`src/rtl/mgmt_uart_bridge.sv`:
```
// rtl/mgmt_uart_bridge.sv - host byte-stream to mgmt bus bridge (optional watchdog: MGMT_BRIDGE_TIMEOUT_EN)
module mgmt_uart_bridge #(
    parameter int TIMEOUT = 255
) (
    input  logic        clk,
    input  logic        rst,
    input  logic        fifo_rx_vld,
    input  logic [7:0]  fifo_rx_dat,
    output logic        fifo_rx_rdy,
    input  logic        fifo_tx_rdy,
    output logic        fifo_tx_vld,
    output logic [7:0]  fifo_tx_dat,
    output logic        mgmt_req,
    output logic [31:0] mgmt_adr,
    output logic        mgmt_rwn,
    output logic [1:0]  mgmt_wen,
    output logic [31:0] mgmt_txd,
    input  logic        mgmt_ack,
    input  logic        mgmt_rxe,
    input  logic [31:0] mgmt_rxd,
    output logic        busy
);

    localparam logic [7:0] OP_READ  = 8'h52;
    localparam logic [7:0] OP_WRITE = 8'h57;
    localparam logic [7:0] RSP_ACK  = 8'h06;
    localparam logic [7:0] RSP_NAK  = 8'h15;

    typedef enum logic [2:0] {
        S_IDLE,
        S_ADR,
        S_WEN,
        S_DAT,
        S_REQ,
        S_RXD,
        S_RSP
    } state_t;

    state_t      r_state;
    state_t      w_next;

    logic [1:0]  r_idx;
    logic        r_req;
    logic [31:0] r_adr;
    logic        r_rwn;
    logic [1:0]  r_wen;
    logic [31:0] r_txd;
    logic [31:0] r_rxd;
    logic [7:0]  r_rsp_code;
    logic [2:0]  r_tx_last;
    logic [2:0]  r_tx_idx;
    logic        r_tx_vld;
    logic [7:0]  r_tx_dat;

    logic        w_rx_rdy;
    logic        w_rx_fire;
    logic        w_tx_fire;
    logic        w_ok;
    logic        w_tmo;
    logic        w_waiting;

    function automatic logic [7:0] rsp_byte(input logic [2:0] idx,
                                            input logic [7:0] code,
                                            input logic [31:0] d);
        case (idx)
            3'd0:    rsp_byte = code;
            3'd1:    rsp_byte = d[31:24];
            3'd2:    rsp_byte = d[23:16];
            3'd3:    rsp_byte = d[15:8];
            default: rsp_byte = d[7:0];
        endcase
    endfunction

    // rx_rdy is gated by rst so it reads 0 during reset and 1 on the first released cycle
    assign w_rx_rdy  = !rst && (r_state == S_IDLE || r_state == S_ADR ||
                                r_state == S_WEN  || r_state == S_DAT);
    assign w_rx_fire = fifo_rx_vld && w_rx_rdy;
    assign w_tx_fire = r_tx_vld && fifo_tx_rdy;
    assign w_waiting = (r_state == S_REQ) || (r_state == S_RXD);
    assign w_ok      = ((r_state == S_REQ) && mgmt_ack && (!r_rwn || mgmt_rxe)) ||
                       ((r_state == S_RXD) && mgmt_rxe);

`ifdef MGMT_BRIDGE_TIMEOUT_EN
    localparam logic [15:0] TMO_LAST = 16'(TIMEOUT - 1);
    logic [15:0] r_tmo_cnt;

    always_ff @(posedge clk) begin
        if (rst) begin
            r_tmo_cnt <= '0;
        end else if (w_waiting) begin
            r_tmo_cnt <= r_tmo_cnt + 16'd1;
        end else begin
            r_tmo_cnt <= '0;
        end
    end

    assign w_tmo = w_waiting && (r_tmo_cnt >= TMO_LAST);
`else
    assign w_tmo = 1'b0;
    generate
        if (TIMEOUT < 1 || TIMEOUT > 65535) begin : g_timeout_out_of_range
        end
    endgenerate
`endif

    always_ff @(posedge clk) begin
        if (rst) begin
            r_state <= S_IDLE;
        end else begin
            r_state <= w_next;
        end
    end

    always_comb begin
        w_next = r_state;
        case (r_state)
            S_IDLE: begin
                if (w_rx_fire) begin
                    if (fifo_rx_dat == OP_READ || fifo_rx_dat == OP_WRITE) begin
                        w_next = S_ADR;
                    end else begin
                        w_next = S_RSP;
                    end
                end
            end
            S_ADR: begin
                if (w_rx_fire && r_idx == 2'd3) begin
                    w_next = r_rwn ? S_REQ : S_WEN;
                end
            end
            S_WEN: begin
                if (w_rx_fire) begin
                    w_next = S_DAT;
                end
            end
            S_DAT: begin
                if (w_rx_fire && r_idx == 2'd3) begin
                    w_next = S_REQ;
                end
            end
            S_REQ: begin
                if (w_ok || w_tmo) begin
                    w_next = S_RSP;
                end else if (mgmt_ack) begin
                    w_next = S_RXD;
                end
            end
            S_RXD: begin
                if (w_ok || w_tmo) begin
                    w_next = S_RSP;
                end
            end
            S_RSP: begin
                if (w_tx_fire && r_tx_idx == r_tx_last) begin
                    w_next = S_IDLE;
                end
            end
            default: w_next = S_IDLE;
        endcase
    end

    always_ff @(posedge clk) begin
        if (rst) begin
            r_idx      <= '0;
            r_req      <= 1'b0;
            r_adr      <= '0;
            r_rwn      <= 1'b0;
            r_wen      <= '0;
            r_txd      <= '0;
            r_rxd      <= '0;
            r_rsp_code <= '0;
            r_tx_last  <= '0;
            r_tx_idx   <= '0;
            r_tx_vld   <= 1'b0;
            r_tx_dat   <= '0;
        end else begin
            case (r_state)
                S_IDLE: begin
                    r_idx    <= '0;
                    r_tx_idx <= '0;
                    if (w_rx_fire) begin
                        if (fifo_rx_dat == OP_READ) begin
                            r_rwn <= 1'b1;
                            r_wen <= '0;
                            r_txd <= '0;
                        end else if (fifo_rx_dat == OP_WRITE) begin
                            r_rwn <= 1'b0;
                        end else begin
                            r_rsp_code <= RSP_NAK;
                            r_tx_last  <= 3'd0;
                        end
                    end
                end
                S_ADR: begin
                    if (w_rx_fire) begin
                        r_adr <= {r_adr[23:0], fifo_rx_dat};
                        r_idx <= r_idx + 2'd1;
                        if (r_idx == 2'd3 && r_rwn) begin
                            r_req <= 1'b1;
                        end
                    end
                end
                S_WEN: begin
                    if (w_rx_fire) begin
                        r_wen <= fifo_rx_dat[1:0];
                    end
                end
                S_DAT: begin
                    if (w_rx_fire) begin
                        r_txd <= {r_txd[23:0], fifo_rx_dat};
                        r_idx <= r_idx + 2'd1;
                        if (r_idx == 2'd3) begin
                            r_req <= 1'b1;
                        end
                    end
                end
                S_REQ, S_RXD: begin
                    if (mgmt_ack || w_tmo) begin
                        r_req <= 1'b0;
                    end
                    if (w_ok) begin
                        r_rsp_code <= RSP_ACK;
                        r_tx_last  <= r_rwn ? 3'd4 : 3'd0;
                        if (r_rwn) begin
                            r_rxd <= mgmt_rxd;
                        end
                    end else if (w_tmo) begin
                        r_req      <= 1'b0;
                        r_rsp_code <= RSP_NAK;
                        r_tx_last  <= 3'd0;
                    end
                end
                S_RSP: begin
                    // first RSP cycle only preloads the output byte register
                    if (!r_tx_vld) begin
                        r_tx_vld <= 1'b1;
                        r_tx_dat <= rsp_byte(r_tx_idx, r_rsp_code, r_rxd);
                    end else if (fifo_tx_rdy) begin
                        if (r_tx_idx == r_tx_last) begin
                            r_tx_vld <= 1'b0;
                            r_tx_dat <= '0;
                            r_tx_idx <= '0;
                        end else begin
                            r_tx_idx <= r_tx_idx + 3'd1;
                            r_tx_dat <= rsp_byte(r_tx_idx + 3'd1, r_rsp_code, r_rxd);
                        end
                    end
                end
                default: begin
                    r_req <= 1'b0;
                end
            endcase
        end
    end

    assign fifo_rx_rdy = w_rx_rdy;
    assign fifo_tx_vld = r_tx_vld;
    assign fifo_tx_dat = r_tx_dat;
    assign mgmt_req    = r_req;
    assign mgmt_adr    = r_adr;
    assign mgmt_rwn    = r_rwn;
    assign mgmt_wen    = r_wen;
    assign mgmt_txd    = r_txd;
    assign busy        = (r_state != S_IDLE);

endmodule

```
`config.mk`:
```
export PLATFORM = sky130hd
export DESIGN_NAME = mgmt_uart_bridge
export DESIGN_NICKNAME = d
export VERILOG_FILES = /design/src/rtl/mgmt_uart_bridge.sv
export SDC_FILE = /design/constraint.sdc
export NUM_CORES = 1
export LEC_CHECK = 0
export BUFFER_PORTS_ARGS = -buffer_cell sky130_fd_sc_hd__buf_2
export CORE_ASPECT_RATIO = 2
export CORE_MARGIN = 5
export CORE_UTILIZATION = 51
export CTS_CLUSTER_SIZE = 20
export DETAILED_ROUTE_END_ITERATION = 7
export GPL_ROUTABILITY_DRIVEN = 1
export PLACE_DENSITY = 0.86
export SYNTH_ARGS = -nofsm -noshare
export SYNTH_HDL_FRONTEND = slang
export SYNTH_SLANG_ARGS = --single-unit
```
`constraint.sdc`:
```
create_clock -name clk -period 2.9 [get_ports clk]
set_clock_uncertainty 0.1 [all_clocks]
set_input_delay 0.58 -clock clk [delete_from_list [all_inputs] [get_ports clk]]
set_output_delay 0.58 -clock clk [all_outputs]
set_load 0.01 [all_outputs]
```
; ---- Word-level counts from Yosys, hierarchy flattened
; Cells that the tools add are included.
[totals]
in_bits = 46
word_cells = 145
reg_bits = 128
[classes]
n_bitwise = 1
add_sub_neg = 2
mux = 52
reduce_logical = 41
eq_ne = 36
[op_table]
columns = cell, n
row1 = $mux 32, 3
row2 = $pmux 32 s2, 1
row3 = $pmux 8 s4, 2
row4 = $mux 8, 7
row5 = $mux 3, 18
row6 = $ne 2x2->1 const B, 13
row7 = $pmux 3 s7, 1
row8 = $eq 3x2->1 const B, 6
row9 = $eq 8x7->1 const B, 2
row10 = $pmux 8 s2, 1
row11 = $ne 2x1->1 const B, 6
row12 = $pmux 3 s2, 2
row13 = $reduce_bool 2->1, 6
row14 = $mux 1, 10
row15 = $eq 3x1->1 const B, 3
row16 = $eq 3x3->1 const B, 3
row17 = $logic_and 1x1->1, 9
row18 = $logic_not 3->1, 3
row19 = $reduce_and 3->1, 3
row20 = $mux 2, 4
row21 = $pmux 2 s2, 2
row22 = $reduce_and 4->1, 2
row23 = $reduce_and 7->1, 1
row24 = $logic_or 1x1->1, 6
row25 = 14 further kinds, 18

; ---- Depth between registers and ports, before layout
; Gate-level depths: netlist of the first run.
[logic_depth]
depth_word = 9
ltp_mapped = 8
depth_no_buf = 6

; ---- Worst setup path after synthesis of the first run
; Ideal clock, no wire load.
[synth_timing]
path_type = reg-to-reg
startpoint = register r_tx_idx[0]
endpoint = register r_tx_dat[5], in the netlist fifo_tx_dat[5]
slack_ns = 0.915
period_less_slack_ns = 1.985
arrival_ns = 1.765
stages_incl_launch_ff = 9
cell_sequence = dfxtp_1 -> inv_1 -> ha_1 -> buf_6 -> o41a_1 -> buf_2 -> nor2_1 -> a211oi_1 -> a211o_1
[synth_via]
elab_chain_cells = 6
elab_cells_between_ends = 15
cone_classes = 1 x add/sub / 7 x eq/ne / 5 x mux / 2 x reduce/logical
[synth_rtl]
columns = element, line
row1 = start: declaration, 51  ; logic [2:0] r_tx_idx;
row2 = start signal: assignment, 244  ; r_tx_idx <= r_tx_idx + 3'd1;
row3 = $add 3x1->3, 245  ; r_tx_dat <= rsp_byte(r_tx_idx + 3'd1, r_rsp_code, r_rxd);
row4 = $eq 3x2->1 (tied with other cells), 65  ; case (idx)
row5 = $pmux 8 s4, 65
row6 = $mux 8, 239  ; if (r_tx_idx == r_tx_last) begin
row7 = $mux 8, 238  ; end else if (fifo_tx_rdy) begin
row8 = $mux 8 *, 235  ; if (!r_tx_vld) begin
row9 = end signal: assignment, 237  ; r_tx_dat <= rsp_byte(r_tx_idx, r_rsp_code, r_rxd);
row10 = end signal: assignment, 245
row11 = end: declaration, 53  ; logic [7:0] r_tx_dat;
; Mark *: on every way between the ends. The rest lies on a longest branch, timed or not. The select of a mux whose other input is x is not followed.
; A chain may end at the register's enable or synchronous reset.

; ---- Worst setup path after layout of the first run
[layout_timing]
startpoint = register r_tx_idx[0]
endpoint = register r_tx_dat[0], in the netlist fifo_tx_dat[0]
; The elaborated chain is that of the path after synthesis.

==> results of run 1 <==
==> worst register-to-register path: cells and delay by family (launching register included) <==
kind | cells | cell delay [ns]
buffers and inverters | 1 | 0.11
adder cells (fa/ha/maj) | 1 | 0.38
AO/OA/AOI/OAI | 3 | 1.36
flip-flops | 1 | 0.38
==> logic make-up after synthesis <==
kind of cell / count (synthesis) / synth area share (%)
AND/OR/NAND/NOR: 273 / 23.30
AO/OA/AOI/OAI: 192 / 22.83
flip-flops: 121 / 45.84
buffers and inverters: 62 / 5.659
adder cells (fa/ha/maj): 7 / 1.658
XOR/XNOR: 2 / 0.3316
multiplexers: 2 / 0.3789
==> cell usage in the layout, fill, tap and decap left out, types with 4 or more instances in the layout <==
cell	netlist	layout
buf_2	17	123
a222oi_1	15	15
clkbuf_16	0	17
dfxtp_1	121	121
a211o_1	6	6
a31oi_1	6	6
ha_1	7	7
nand3_1	39	39
nor2_1	20	20
nor2b_1	9	9
a211oi_1	5	5
nand2_1	173	173
nand2b_1	5	5
inv_1	10	10
clkinv_4	0	4
a21oi_1	113	113
and3_1	4	4
o21ai_0	13	13
buf_4	2	14
a221oi_1	7	7
==> sequential cells by signal (all words and copies together), names as in the netlist <==
| register | cells |
|---|---|
| r_state | 3 |
| fifo_tx_vld | 1 |
| mgmt_wen | 2 |
| r_tx_idx | 3 |
| mgmt_txd | 32 |
| mgmt_adr | 32 |
| mgmt_req | 1 |
| r_tx_last | 1 |
| r_rxd | 32 |
| r_idx | 2 |
| r_rsp_code | 3 |
| fifo_tx_dat | 8 |
| mgmt_rwn | 1 |
==> per-stage QoR <==
step	std cells	total power, W	util [%]
final	912	0.004100	64.26
after global routing	912	0.004229	64.26
after CTS	912	0.004114	64.26
after detailed placement	880	0.002003	58.28
after global placement	880	0.001996	58.28
after floorplan	659	0.001918	-
==> worst max path at each step <==
stage,end,cells after the start
floorplan,fifo_tx_dat[5]$_SDFFE_PP0P_,8
global placement,fifo_tx_dat[4]$_SDFFE_PP0P_,5
detailed placement,fifo_tx_dat[0]$_SDFFE_PP0P_,5
CTS,fifo_tx_dat[0]$_SDFFE_PP0P_,5
global route,fifo_tx_dat[4]$_SDFFE_PP0P_,5
finish,fifo_tx_dat[0]$_SDFFE_PP0P_,5
==> report_power, final <==
part	leakage [nW]	total (W)	switching, W	internal, W
Combinational	1.32	0.000249	0.000153	0.0000960
Sequential	0.975	0.00172	0.0000430	0.00168
Clock	0.291	0.00213	0.000779	0.00135
==> final cells by class <==
cell class / count / share of cell area (%)
multi-input cells: 476 / 39.29
flip-flops and latches: 121 / 37.14
repair buffers: 137 / 11.05
clock buffers: 21 / 7.213
well taps: 135 / 2.590
clock inverters: 11 / 2.091
inverters: 11 / 0.6330
==> metal layers <==
metal | track usage (%) | vias to the layer above | share of wire (%)
met4 | 12.92 | 0 | 4.3
met1 | 25.74 | 2564 | 35
met5 | 0 | - | 0
met3 | 6.265 | 59 | 6.0
met2 | 45.66 | 232 | 55
li1 | - | 2528 | -
==> flow_summary.toml, run 1 <==
[hold_path]
hold_path.class = "input port to flip-flop"
holdPathEnd = "r_rxd[6]$_SDFFE_PP0P_"
hp-start = "mgmt_rxd[6]"
whs_path_depth = 3

[place]
portBuffers = 124
dp_slack_ns = 0.5092
dpl_cell_area_mm2 = 0.005916
gp_congestion = 0.9986
dp_hpwl_um = 11320

[finish]
seq_area_mm2 = 0.002422
nNetsFinal = 817
fillers = 884
antenna_cells = 0
multi_input_area_mm2 = 0.002562
area_growth_syn_to_layout_pct = 23.44
finalInstanceArea_mm2 = 0.006523
drive_gt1_share_pct = 23.04

[clock_network]
ctsLongestPathBuffers = 2
ctsHtreeMaxLevel = 4
hold_buffers = 0
cts_sinks = 121
cts_made_buffers = 17
cts.root.buffer_cell = "clkbuf_16"
postCtsSetupBuffers = 0
cts_tree = "done"
cts_resized = 0
cts.clk_slew.worst_paths_ns = 0.06
insertion_delay_ns = 0.41

[timing]
grt_setup_unrepaired = "no"
fmax_ghz = 0.4124
hold_viol = 0
fin_tns_setup_ns = 0
tightest_slew_ns = 0.8094
fin_crit_sh_pct = 83.61
min_period_ns = 2.425
slew_viol_final = 0
setup_violations = 0
whs_ns = 0.3058
slew_headroom_pct = 46.04
setup_slack_ns = 0.4753

[critical_path]
crit_path_cell_trace = "inv_1, ha_1, o41a_1, o221a_1, a221o_1"
worst_setup_path_start_kind = "flip-flop"
required_ns = 3.09
cp_max_fo = 14
crit_start = "r_tx_idx[0]$_SDFFE_PP0P_"
r2r-start = "r_tx_idx[0]$_SDFFE_PP0P_"
slowest_stage = "o41a_1"
critical_path.reg2reg.endpoint = "fifo_tx_dat[0]$_SDFFE_PP0P_"
rr_worst_depth = 5
crit_family = "compound AO/OA/AOI/OAI gates"
critPathKind = "flip-flop to flip-flop"
rrSetupSlack_ns = 0.48
critPathCaptureType = "flip-flop"
cp_slowest_stage_delay_ns = 0.69
path_buf_inv = 1
arrival_ns = 2.62

[synth]
synth_seq_cells = 121
synth_enable_flop_cells = 0
syn_inst = 659
synthesis.area_mm2 = 0.005284
synth_area_leaders = "dfxtp_1 46%, nand2_1 12%, a21oi_1 11%"
synthTopCellsByCount = "173 x nand2_1, 121 x dfxtp_1, 113 x a21oi_1"
syn_nets = 712
ys_seq_area_share_pct = 45.84
synth_largest_area_cell = "dfxtp_1"
synth_cell_types = 60
syn_avg_cell_area_um2 = 8.018
synthFlopType = "dfxtp_1"
synth.most_common_cell = "nand2_1"
yosysWarningCount = 0
async_flop_share_pct = 0
synth_top_area_share_pct = 45.84

[floorplanning]
ios = 125
die_area_mm2 = 0.01262
die_h_um = 153.9
initial_core_util_pct = 52.06
core_mm2 = 0.01015
rows = 52
fp.dieW_um = 81.98

[global_routing]
antenna_found_initial = 0
overflow = 0
grt_pass1_vias = 5136
grt_max_degree = 54
grt_util_all_layers_pct = 25.30
grt_first_pass_wirelength_um = 24970

[route]
ant_nets = 0
wl_per_cell_um = 17.21
initialDrtViolationCount = 407
drc = 3
wirelength_um = 15700
dr.pass1.iters = 8
vias = 5383
vias_per_cell = 5.902

[pwr]
peakVddDrop_mv = 0.4827
powerDensity_mw_per_mm2 = 628.5
cellLeakagePower_nw = 2.591

[flow_run]
maxCapViolations = 0

[outcome]
violations = "DRC"
status = "finished, violations left"
No activity file was read; power rests on OpenSTA's default activity.
==> run 2, diff against run 1 <==
--- a/config.mk
+++ b/config.mk
@@ -5,10 +5,11 @@
 export SDC_FILE = /design/constraint.sdc
 export NUM_CORES = 1
 export LEC_CHECK = 0
+export ABC_AREA = 1
 export BUFFER_PORTS_ARGS = -buffer_cell sky130_fd_sc_hd__buf_2
 export CORE_ASPECT_RATIO = 2
 export CORE_MARGIN = 5
-export CORE_UTILIZATION = 51
+export CORE_UTILIZATION = 49
 export CTS_CLUSTER_SIZE = 20
 export DETAILED_ROUTE_END_ITERATION = 7
 export GPL_ROUTABILITY_DRIVEN = 1
==> constraint.sdc (replaced) <==
create_clock -name clk -period 2.2 [get_ports clk]
set_clock_uncertainty 0.1 [all_clocks]
set_input_delay 0.44 -clock clk [delete_from_list [all_inputs] [get_ports clk]]
set_output_delay 0.44 -clock clk [all_outputs]
set_load 0.01 [all_outputs]
==> run 2 against run 1 <==
  * Largest power group unchanged
  * First-iteration DRC count down 29%
  * The run now ends clean
  * Non-clock buffer count increased by 16
  * Final cell count grew 18%
==> flow_summary.toml, run 2 <==
[outcome]
status = "complete, no violations"

[place]
dpl_cell_area_mm2 = 0.006275
dp_hpwl_um = 12280
portBuffers = 124
gp_congestion = 0.9727

[synth]
synth_largest_area_cell = "dfxtp_1"
synthesis.area_mm2 = 0.005493
synth_seq_cells = 121
synth_cell_types = 30
synth_xor_area_share_pct = 0
syn_nets = 841
ys_seq_area_share_pct = 44.10
synthFlopType = "dfxtp_1"
synth-adder-area-share_pct = 1.595
yosysWarningCount = 0
syn_avg_cell_area_um2 = 6.971
synthTopCellsByCount = "174 x nor2_1, 134 x nand2_1, 121 x dfxtp_1"
async_flop_share_pct = 0
yosys.area_share.simple_pct = 32.64
synth_compound_area_share_pct = 13.49
synth_enable_flop_cells = 0
synth.most_common_cell = "nor2_1"
synth_area_leaders = "dfxtp_1 44%, nor2_1 12%, nand2_1 9.2%"
syn_inst = 788
synthMuxAreaShare_pct = 0
synth_top_area_share_pct = 44.10
synth_top_family_by_area = "simple AND/OR/NAND/NOR gates"

[critical_path]
critPathCaptureType = "flip-flop"
slowest_stage = "dfxtp_1"
required_ns = 2.46
crit_path_cell_trace = "ha_1, ha_1, nand2_1, inv_2, nor2_1, nand2_2, buf_4, nand2_1, nand3_1, nand3_1, nand2_1, inv_1"
worst_setup_path_start_kind = "flip-flop"
cp_max_fo = 7
arrival_ns = 2.30
rr_worst_depth = 12
cp_common_cell = "nand2_1"
cp_slowest_stage_delay_ns = 0.35
critPathKind = "flip-flop to flip-flop"

[timing]
fin_crit_sh_pct = 92.89
slew_viol_final = 0
setup_violations = 0
slew_headroom_pct = 63.89
min_period_ns = 2.044
fmax_ghz = 0.4893
fin_tns_setup_ns = 0
grt_setup_unrepaired = "no"
hold_viol = 0
tightest_slew_ns = 0.5409

[clock_network]
cts_sinks = 121
insertion_delay_ns = 0.41
ctsLongestPathBuffers = 2
cts_made_buffers = 17
cts.root.buffer_cell = "clkbuf_16"
cts_resized = 0
cts_tree = "done"
postCtsSetupBuffers = 0
ctsHtreeMaxLevel = 4
cts.clk_slew.worst_paths_ns = 0.06
hold_buffers = 0

[route]
ant_nets = 0
dr.pass1.iters = 5
vias_per_cell = 5.344
vias = 5734
wirelength_um = 16690
wl_per_cell_um = 15.56
initialDrtViolationCount = 291
drc = 0

[finish]
finalInstanceArea_mm2 = 0.006909
layout_commonest_cell = "nor2_1"
antenna_cells = 0
final_cell_mix = "174 x nor2_1, 132 x nand2_1, 124 x buf_2, 121 x dfxtp_1, 82 x nand3_1"
drive_gt1_share_pct = 23.47
nNetsFinal = 973
fillers = 1021
area_growth_syn_to_layout_pct = 25.79

[global_routing]
grt_max_degree = 51
grt_util_all_layers_pct = 25.20
grt_pass1_vias = 5629
grtUsageMet1_pct = 24.05
overflow = 0
grt_first_pass_wirelength_um = 27160
use_met2_pct = 45.22
grtUsageMet3_pct = 5.776
antenna_found_initial = 0
busiest_layer = "met2"

[pwr]
cellLeakagePower_nw = 3.298
peakVddDrop_mv = 0.7581
powerDensity_mw_per_mm2 = 1114

[hold_path]
hold_path.class = "input port to flip-flop"
whs_path_depth = 3

[floorplanning]
die_h_um = 159.7
initial_core_util_pct = 50.18
core_mm2 = 0.01095
die_area_mm2 = 0.01356
ios = 125
fp.dieW_um = 84.87
rows = 54

[flow_run]
maxCapViolations = 0
## run 2: cell count changes after synthesis, sizes merged, moves of 5 or more
cell    previous run  this run
a211o              6         0
a211oi             5         0
a21oi            113        47
a221oi             7         0
a222oi            15         0
a31oi              6         1
clkbuf            27        14
inv               11        51
nand2            173       138
nand2b             5         0
nand3             40        82
nor2              20       190
nor2b              9         0
o21ai             13        94
## run 2: final timing paths
check | start | endpoint | slack (ns)
min | mgmt_rxd[27] | r_rxd[27]$_SDFFE_PP0P_ | 0.16
max reg2reg | r_tx_idx[0]$_SDFFE_PP0P_ | fifo_tx_dat[1]$_SDFFE_PP0P_ | 0.16
max | r_tx_idx[0]$_SDFFE_PP0P_ | fifo_tx_dat[1]$_SDFFE_PP0P_ | 0.16
min reg2reg | r_idx[0]$_SDFFE_PP0P_ | r_idx[0]$_SDFFE_PP0P_ | 0.36
## run 2: metal layers
metal	vias up	wire (µm)
li1	2826	-
met1	2618	5509
met2	217	8971
met3	73	922
met4	0	1290
met5	-	0
## run 2: critical path, delay by kind of cell (launching register included)
family,cells,cell delay [ns]
and+or+nand+nor,7,0.74
adders and majority gates,2,0.53
DFF,1,0.35
buffers and inverters,3,0.26
## run 2: power by group
group / total (W) / internal [W] / switching [W]
combinational: 0.00223 / 0.000801 / 0.00143
sequential: 0.00251 / 0.00235 / 0.000163
clock: 0.00296 / 0.00184 / 0.00112
## run 2: logic make-up (layout without fill, tap and decap cells)
logic type / Yosys count / after routing
and+or+nand+nor: 422 / 422
AOI/OAI and AO/OA: 144 / 144
DFF: 121 / 121
buffers and inverters: 94 / 239
adders and majority gates: 7 / 7
## run 2: through the flow
step	hold slack (ns)	utilization [%]	total power, W	worst slack, ns	std cells
4_1_cts	0.1471	63.08	0.007712	0.06578	1073
2_1_floorplan	0.3290	-	0.003832	0.1336	788
6_report	0.1611	63.12	0.007699	0.1565	1073
3_5_place_dp	0.3537	57.33	0.004731	0.1020	1041
5_1_grt	0.1623	63.12	0.008110	0.05287	1073
3_3_place_gp	0.3568	57.33	0.004703	0.1720	1041
## run 2: area by class of cell
class	count	area [µm²]	area share, %
inverter	54	205.2	2.970
clock inverter	15	203.9	2.952
timing repair buffer	153	850.8	12.31
sequential	121	2422	35.06
multi-input combinational	573	2626	38.01
tap	140	175.2	2.535
clock buffer	17	425.4	6.157
